File: src/rtl/rn_freelist_pkg.sv
// Shared widths for the rename free list: PRF tag width, architectural width, pointer width.
`ifndef NCPU_PRF_AW
`define NCPU_PRF_AW 6
`endif

`ifndef NCPU_REG_AW
`define NCPU_REG_AW 5
`endif

package rn_freelist_pkg;

  localparam int unsigned PRF_AW = `NCPU_PRF_AW;
  localparam int unsigned REG_AW = `NCPU_REG_AW;

  localparam int unsigned NP    = 1 << PRF_AW;
  localparam int unsigned NA    = 1 << REG_AW;
  // Pointers carry one extra wrap bit so full and empty are distinguishable.
  localparam int unsigned PTR_W = PRF_AW + 1;

endpackage

File: src/rtl/rn_freelist_if.sv
// Allocation / commit-free handshake between rename+commit logic and the free list.
interface rn_freelist_if
  import rn_freelist_pkg::*;
#(
  parameter int unsigned IW = 2,
  parameter int unsigned CW = 2,
  parameter int unsigned AW = PRF_AW
) ();

  logic                   flush;
  logic [IW-1:0]          alloc_req;
  logic                   alloc_ready;
  logic [IW-1:0][AW-1:0]  alloc_prd;
  logic [CW-1:0]          cmt_we;
  logic [CW-1:0][AW-1:0]  cmt_opreg;
  logic [AW:0]            free_cnt;

  modport master (
    output flush, alloc_req, cmt_we, cmt_opreg,
    input  alloc_ready, alloc_prd, free_cnt
  );

  modport slave (
    input  flush, alloc_req, cmt_we, cmt_opreg,
    output alloc_ready, alloc_prd, free_cnt
  );

endinterface

File: src/rtl/rn_prefix_cnt.sv
// Exclusive prefix popcount of a request vector plus its total population.
module rn_prefix_cnt #(
  parameter  int unsigned N     = 2,
  localparam int unsigned CNT_W = $clog2(N + 1)
) (
  input  logic [N-1:0]            vec_i,
  output logic [N-1:0][CNT_W-1:0] pfx_c_o,
  output logic [CNT_W-1:0]        total_c_o
);

  logic [CNT_W-1:0] acc;

  // Running sum: each slot sees the count of set bits strictly below it.
  always_comb begin
    acc = '0;
    for (int unsigned i = 0; i < N; i++) begin
      pfx_c_o[i] = acc;
      acc        = acc + CNT_W'(vec_i[i]);
    end
    total_c_o = acc;
  end

endmodule

File: src/rtl/rn_freelist.sv
// Physical-register free list: circular tag buffer with speculative head, committed head and tail.
module rn_freelist
  import rn_freelist_pkg::*;
#(
  parameter int unsigned CONFIG_P_ISSUE_WIDTH  = 1,
  parameter int unsigned CONFIG_P_COMMIT_WIDTH = 1
) (
  input  logic         clk,
  input  logic         rst,
  rn_freelist_if.slave bus
);

  localparam int unsigned IW  = 1 << CONFIG_P_ISSUE_WIDTH;
  localparam int unsigned CW  = 1 << CONFIG_P_COMMIT_WIDTH;
  localparam int unsigned ACW = $clog2(IW + 1);
  localparam int unsigned CCW = $clog2(CW + 1);

  logic [PRF_AW-1:0]       tag_q [NP];
  logic [PRF_AW-1:0]       tag_d [NP];
  logic [PTR_W-1:0]        head_q, head_d;
  logic [PTR_W-1:0]        chead_q, chead_d;
  logic [PTR_W-1:0]        tail_q, tail_d;

  logic [IW-1:0][ACW-1:0]  a_pfx;
  logic [ACW-1:0]          n_req;
  logic [CW-1:0][CCW-1:0]  c_pfx;
  logic [CCW-1:0]          n_cmt;
  logic [PTR_W-1:0]        free_cnt_c;
  logic                    alloc_fire_c;

  rn_prefix_cnt #(.N(IW)) u_alloc_cnt (
    .vec_i     (bus.alloc_req),
    .pfx_c_o   (a_pfx),
    .total_c_o (n_req)
  );

  rn_prefix_cnt #(.N(CW)) u_cmt_cnt (
    .vec_i     (bus.cmt_we),
    .pfx_c_o   (c_pfx),
    .total_c_o (n_cmt)
  );

  // Allocation view: tags compacted from head in slot order; all-or-nothing readiness.
  always_comb begin
    free_cnt_c      = tail_q - head_q;
    bus.free_cnt    = free_cnt_c;
    bus.alloc_ready = !bus.flush && (free_cnt_c >= PTR_W'(n_req));
    for (int unsigned i = 0; i < IW; i++) begin
      bus.alloc_prd[i] = tag_q[PRF_AW'(head_q + PTR_W'(a_pfx[i]))];
    end
    alloc_fire_c = bus.alloc_ready && (n_req != '0);
  end

  // Pointer and array update; flush rewinds head to the committed head including this cycle's commits.
  always_comb begin
    head_d  = head_q;
    chead_d = chead_q + PTR_W'(n_cmt);
    tail_d  = tail_q + PTR_W'(n_cmt);
    tag_d   = tag_q;
    if (bus.flush) begin
      head_d = chead_q + PTR_W'(n_cmt);
    end else if (alloc_fire_c) begin
      head_d = head_q + PTR_W'(n_req);
    end
    for (int unsigned i = 0; i < CW; i++) begin
      if (bus.cmt_we[i]) begin
        tag_d[PRF_AW'(tail_q + PTR_W'(c_pfx[i]))] = bus.cmt_opreg[i];
      end
    end
  end

  // State registers; reset seeds the list with the non-architectural tags NA..NP-1.
  always_ff @(posedge clk or negedge rst) begin
    if (!rst) begin
      head_q  <= '0;
      chead_q <= '0;
      tail_q  <= PTR_W'(NP - NA);
      for (int unsigned e = 0; e < NP; e++) begin
        tag_q[e] <= (e < NP - NA) ? PRF_AW'(e + NA) : '0;
      end
    end else begin
      head_q  <= head_d;
      chead_q <= chead_d;
      tail_q  <= tail_d;
      tag_q   <= tag_d;
    end
  end

endmodule

File: src/flat_wrapper.sv
// flat-port wrapper written by rule: the top's interface ports become plain ports
module rn_freelist_flat import rn_freelist_pkg::*;
#(
  parameter int unsigned CONFIG_P_ISSUE_WIDTH  = 1,
  parameter int unsigned CONFIG_P_COMMIT_WIDTH = 1
)
  (clk, rst, bus_flush, bus_alloc_req, bus_cmt_we, bus_cmt_opreg, bus_alloc_ready, bus_alloc_prd, bus_free_cnt);
  rn_freelist_if #(.IW((2)), .CW((2)), .AW(PRF_AW)) bus_i ();
  input  logic clk;
  input  logic rst;
  input wire logic [$bits(bus_i.flush)-1:0] bus_flush;
  input wire logic [$bits(bus_i.alloc_req)-1:0] bus_alloc_req;
  input wire logic [$bits(bus_i.cmt_we)-1:0] bus_cmt_we;
  input wire logic [$bits(bus_i.cmt_opreg)-1:0] bus_cmt_opreg;
  output wire logic [$bits(bus_i.alloc_ready)-1:0] bus_alloc_ready;
  output wire logic [$bits(bus_i.alloc_prd)-1:0] bus_alloc_prd;
  output wire logic [$bits(bus_i.free_cnt)-1:0] bus_free_cnt;
  assign bus_i.flush = bus_flush;
  assign bus_i.alloc_req = bus_alloc_req;
  assign bus_i.cmt_we = bus_cmt_we;
  assign bus_i.cmt_opreg = bus_cmt_opreg;
  assign bus_alloc_ready = bus_i.alloc_ready;
  assign bus_alloc_prd = bus_i.alloc_prd;
  assign bus_free_cnt = bus_i.free_cnt;
  rn_freelist #(.CONFIG_P_ISSUE_WIDTH(CONFIG_P_ISSUE_WIDTH), .CONFIG_P_COMMIT_WIDTH(CONFIG_P_COMMIT_WIDTH)) u_core (.clk(clk), .rst(rst), .bus(bus_i));
endmodule
File: config.mk
export PLATFORM = sky130hd
export DESIGN_NAME = rn_freelist_flat
export DESIGN_NICKNAME = d
export VERILOG_FILES = /design/src/rtl/rn_freelist_pkg.sv /design/src/rtl/rn_freelist_if.sv /design/src/rtl/rn_prefix_cnt.sv /design/src/rtl/rn_freelist.sv /design/src/flat_wrapper.sv
export SDC_FILE = /design/constraint.sdc
export NUM_CORES = 1
export LEC_CHECK = 0
export ABC_CLOCK_PERIOD_IN_PS = 13400
export CAP_MARGIN = 30
export CORE_MARGIN = 8
export CORE_UTILIZATION = 55
export CTS_CLUSTER_DIAMETER = 80
export CTS_CLUSTER_SIZE = 14
export DETAILED_ROUTE_END_ITERATION = 6
export GPL_TIMING_DRIVEN = 0
export HOLD_SLACK_MARGIN = 0.05
export PLACE_DENSITY = 0.71
export SETUP_SLACK_MARGIN = 0.4
export SYNTH_ARGS = -nofsm -noshare
export SYNTH_HDL_FRONTEND = slang
export SYNTH_HIERARCHICAL = 1
export SYNTH_SLANG_ARGS = --single-unit
File: constraint.sdc
create_clock -name clk -period 13.4 [get_ports clk]
set_input_delay 2.68 -clock clk [delete_from_list [all_inputs] [get_ports clk]]
set_output_delay 2.68 -clock clk [all_outputs]
set_load 0.1 [all_outputs]
# After elaboration in Yosys (flattened, before gate mapping)
# Cells that the tools add are included.
dict set report op_classes {
  add_sub_neg 8
  magnitude_cmp 7
  mux 16
  bitwise_logic 4
  n_reduce_logical 7
}
# cell count
set ops {}
lappend ops {{bitwise mux 384 bit} 2}
lappend ops {{2-to-1 mux 384 bit} 2}
lappend ops {{binary-select mux 6 bit (select 6 bit)} 2}
lappend ops {{demux 6 bit (select 6 bit)} 2}
lappend ops {{2-to-1 mux 6 bit} 6}
lappend ops {{>= comparator 7 bit (second input constant)} 4}
lappend ops {{NOT 6 -> 7 bit} 4}
lappend ops {{adder 7 x 2 -> 7 bit} 3}
lappend ops {{less-than comparator 7 x 1 -> 1 bit (second input constant)} 2}
lappend ops {{2-to-1 mux 7 bit} 2}
lappend ops {{adder 6 x 1 -> 6 bit} 2}
lappend ops {{>= comparator 7 x 2 -> 1 bit} 1}
lappend ops {{subtractor 7 bit} 1}
lappend ops {{adder 1 x 1 -> 2 bit} 2}
lappend ops {{logical AND 1 bit} 4}
lappend ops {{nonzero test 2 bit} 2}
lappend ops {{zero test 1 bit} 1}
dict set report word_totals {
  ff_bits 405
  input_bits 19
  out_inout_bits 20
}

# Depth between registers and ports, before layout
dict set report logic_depth {
  ltp_word 9
  mapped_depth 12
  depth_no_buf 11
}

# By module
# The synthesis kept the hierarchy.
# mod n_inst cells_per_inst area_per_inst_um2 seq_area_each_um2
set modules_own_cells {}
lappend modules_own_cells {rn_freelist 1 2448 26502.9 10276.1}
lappend modules_own_cells {rn_prefix_cnt 2 6 46.3 0.0}

# Worst setup path before layout
# No wires, ideal clock.
dict set report synth_path {
  kind {input-to-output}
  start {in bus_alloc_req[0]}
  end {out bus_alloc_prd[11]}
  t_arrival_ps 6401
  required_ps 10720
  slack_ps 4319
  cell_stages 10
  path_cell_list {buf_4 -> ha_1 -> fa_1 -> clkbuf_1 -> clkbuf_1 -> buf_1 -> mux4_2 -> mux4_2 -> mux2i_1 -> a21oi_1}
}
dict set report synth_between {
  elab_chain_cells 5
}
# element line_no
set synth_lines {}
lappend synth_lines {{start, declared} flat_wrapper.sv:12} ;# input wire logic [$bits(bus_i.alloc_req)-1:0] bus_alloc_req;
lappend synth_lines {{adder 6 x 1 -> 6 bit} rn_freelist.sv:49} ;# bus.alloc_prd[i] = tag_q[PRF_AW'(head_q + PTR_W'(a_pfx[i]))];
lappend synth_lines {{NOT 6 -> 7 bit (implied by the code)} rn_freelist.sv:49}
lappend synth_lines {{binary-select mux 6 bit (select 6 bit)} rn_freelist.sv:49}
lappend synth_lines {{2-to-1 mux 6 bit (implied by the code) (2 in a row)} rn_freelist.sv:49}
lappend synth_lines {{end, declared} flat_wrapper.sv:16} ;# output wire logic [$bits(bus_i.alloc_prd)-1:0] bus_alloc_prd;
# No other way between the ends. The select of a mux whose other input is x is not followed.

# Final worst setup path
dict set report layout_path {
  start {in bus_alloc_req[0]}
  end {out bus_alloc_prd[8]}
}
# The elaborated chain is that of the path after synthesis.

==> reports/results.txt <==
Count of cell types in the netlist: 51
TritonCTS clock tree: built
Clk_lat worst skew: 0.57 ns
Max Slew Vio Count: 0
Area Overhead vs Synth: 10.1%
Hold Buf Count CTS: 0
Syn avg cell area: 10.8 um2
Post-synth EDFFs: 0
PortBufs: 25
Worst EP required: 10.72 ns
Gate Count Post-Synth: 2460
Overall Global Routing Usage: 37.5%
VDD IR max: 0.190 mV
Hpwl dp: 79.7 mm
Predominant post-synthesis flop cell: dfrtp_1
Max Clk Rate: 87.7 MHz
Worst-margin pin slew: 1.18 ns
Setup TNS: 0 ns
Routed Antenna Nets: 0
Initial antenna violation count: 7
Nets: 2618
Vias in the first global route: 22100
Post-Place Worst Slack: 2.57 ns
Row count: 80
Post-Syn Area: 0.0266 mm2
Seq cells post-synth: 405
Synth warnings: 6
Via-to-Cell Ratio: 7.07
Die Y: 236 um
Relative max-transition margin: 21.4%
P per Cell Area: 324 mW/mm2
Pin count of the biggest net entering global routing: 116
Worst clock skew: 0.0241 ns
Worst Path Max Fanout: 10
Status: finished, final reports clean
Initial Util: 55.7%
Die area: 0.0556 mm2
Clk Tree Root Cell: clkbuf_16
Sequential area share after synthesis: 38.6%
CP startpoint kind: input pin
Core footprint: 0.0477 mm2
First-pass DRT Iterations: 6
Clk buf depth: 3
TritonCTS Buffers: 36
Final critical-path share of the clock period: 85.1%
Starting DRT DRC Count: 3705
Share of layout cells above drive strength 1: 19.2%
I/O pin cnt: 39
Worst EP arrival: 8.73 ns
First-pass GRT wire length: 153 mm
Minimum hold slack: 0.495 ns
Final setup fails: 0
Hold/Removal Path Class: flip-flop to flip-flop
Remaining global-route overflow: 0
Final WS setup: 1.99 ns
Wirelength, routed: 106 mm
Depth of the CTS H-tree: 2
Post-DR wirelength/cell: 33.0 um
DR DRC count: 0
Min Clock Period, post-route: 11.41 ns
RSZ-0062 raised after global routing: no
Reg clk slew, reported paths: 0.06 ns
Asr flop ratio synth: 100%
Hold Fails Final Rpt: 0
Sinks on the clock net: 405
Final core occ: 61.3%
Postcts setup bufs: 0
RePlAce Congestion: 1.09
Post-CTS Resized: 0
Kind of critical path: input pin to output port
Crit. End Element: output port
Leak: 13.0 nW
Max-Cap Viols: 0
Chip width: 236 um
Via count: 22700
[layout by cell type (no fill, tap or decap), types with 7 or more instances in the layout]
cell / n
xnor2_1: 19
inv_1: 18
nor2b_1: 16
nand2_1: 268
nor2_1: 263
nand2b_1: 8
clkdlybuf4s50_1: 24
ha_1: 24
buf_6: 17
a21oi_1: 232
nand3_1: 22
xor2_1: 7
buf_1: 18
a2bb2oi_1: 7
buf_4: 19
fa_1: 8
buf_2: 25
o21ai_0: 27
nand4_1: 7
dfrtp_1: 292
clkbuf_1: 191
mux4_2: 246
a21o_1: 9
mux2i_1: 392
buf_8: 16
o22ai_1: 7
nor3_1: 24
nor3_2: 7
or3_1: 13
dfstp_2: 113
clkbuf_16: 37
o21ai_1: 162
a211oi_1: 10
[worst paths after layout]
kind	start	endpoint	slack [ns]	cells past startpoint
max	bus_alloc_req[0]	bus_alloc_prd[8]	1.99	12
max reg2reg	u_core/tail_q[0]$_DFF_PN0_	u_core/tag_q[221]$_DFF_PN1_	9.20	9
max in group asynchronous	rst	u_core/tag_q[249]$_DFF_PN0_	10.26	2
min reg2reg	u_core/chead_q[5]$_DFF_PN0_	u_core/chead_q[5]$_DFF_PN0_	0.50	1
min	u_core/chead_q[5]$_DFF_PN0_	u_core/chead_q[5]$_DFF_PN0_	0.50	1
min in group asynchronous	rst	u_core/chead_q[3]$_DFF_PN0_	2.08	1
[metal layers]
layer,track usage (%),routed length (um),up-vias
met5,0,38,-
met4,23.2,7960,6
met3,11.4,13600,414
met2,55.1,45700,1786
met1,48.4,38700,11200
li1,-,-,9221
[critical path, stage by stage]
cell and delay, ns:
clkdlybuf4s50_1 0.45, buf_4 0.16, ha_1 0.19, fa_1 0.49
clkbuf_1 0.51, clkbuf_1 0.61, buf_1 0.50, mux4_2 0.40
mux4_2 0.55, a211oi_1 0.96, a21oi_1 0.17, clkdlybuf4s50_1 1.04
[Yosys cell counts (3+ instances only)]
cell type / instances / share of area [%]
a2bb2oi_1: 7 / 0.23
o21ai_1: 162 / 3.0
dfstp_2: 113 / 11
a21o_1: 9 / 0.25
buf_6: 4 / 0.17
mux4_2: 246 / 21
o22ai_1: 7 / 0.16
buf_4: 11 / 0.31
nand2_1: 268 / 3.8
xnor2_1: 19 / 0.63
nand4_1: 7 / 0.16
o21ai_0: 27 / 0.51
inv_2: 3 / 0.042
nor2_1: 263 / 3.7
a211oi_1: 10 / 0.28
buf_1: 18 / 0.25
buf_2: 25 / 0.47
a21oi_1: 232 / 4.4
nor3_1: 29 / 0.55
fa_1: 8 / 0.60
xor2_1: 7 / 0.23
clkbuf_1: 174 / 2.5
ha_1: 24 / 1.1
dfrtp_1: 292 / 27
nand2b_1: 8 / 0.19
nor2b_1: 16 / 0.38
inv_1: 18 / 0.25
nand3_1: 22 / 0.41
or3_1: 13 / 0.31
mux2i_1: 392 / 15
[report_power, final]
group | leakage (nW) | internal, mW | switching, mW
logic | 7.61 | 2.38 | 3.62
registers | 4.85 | 1.90 | 0.534
clock network | 0.512 | 0.538 | 0.495
[metrics by stage]
stage / cells / total power [mW] / cell area, um2
2_1_floorplan: 2464 / 6.20 / 26600
3_3_place_gp: 3104 / 7.95 / 27600
6_report: 3208 / 9.48 / 29300
4_1_cts: 3198 / 9.23 / 29200
3_5_place_dp: 3139 / 8.18 / 28100
5_1_grt: 3203 / 9.69 / 29300
[logic make-up (layout without fill, tap and decap cells)]
kind of cell	Yosys count	in the layout	share of synthesized area (%)
XOR/XNOR	28	28	0.979
multiplexers	641	641	35.7
flip-flops	405	405	38.6
other	2	11	0.0282
buffers and inverters	253	377	3.96
adder cells (fa/ha/maj)	32	32	1.73
AND/OR/NAND/NOR	635	635	9.77
AO/OA/AOI/OAI	464	464	9.18
[final cells by class]
class,count,area (um2)
fill,3946,18500
multi-input combinational,1806,15300
sequential,405,10300
clock buffer,55,1000
buffer,232,973
timing repair buffer,65,797
tap,615,769
inverter,21,78.8
clock inverter,4,55.1
antenna,5,12.5
[sequential cells by signal (all words and copies together), names as in the netlist]
signal / flops
u_core/chead_q: 7
u_core/head_q: 7
u_core/tail_q: 7
u_core/tag_q: 384
Power figures use the tool's default switching activity.
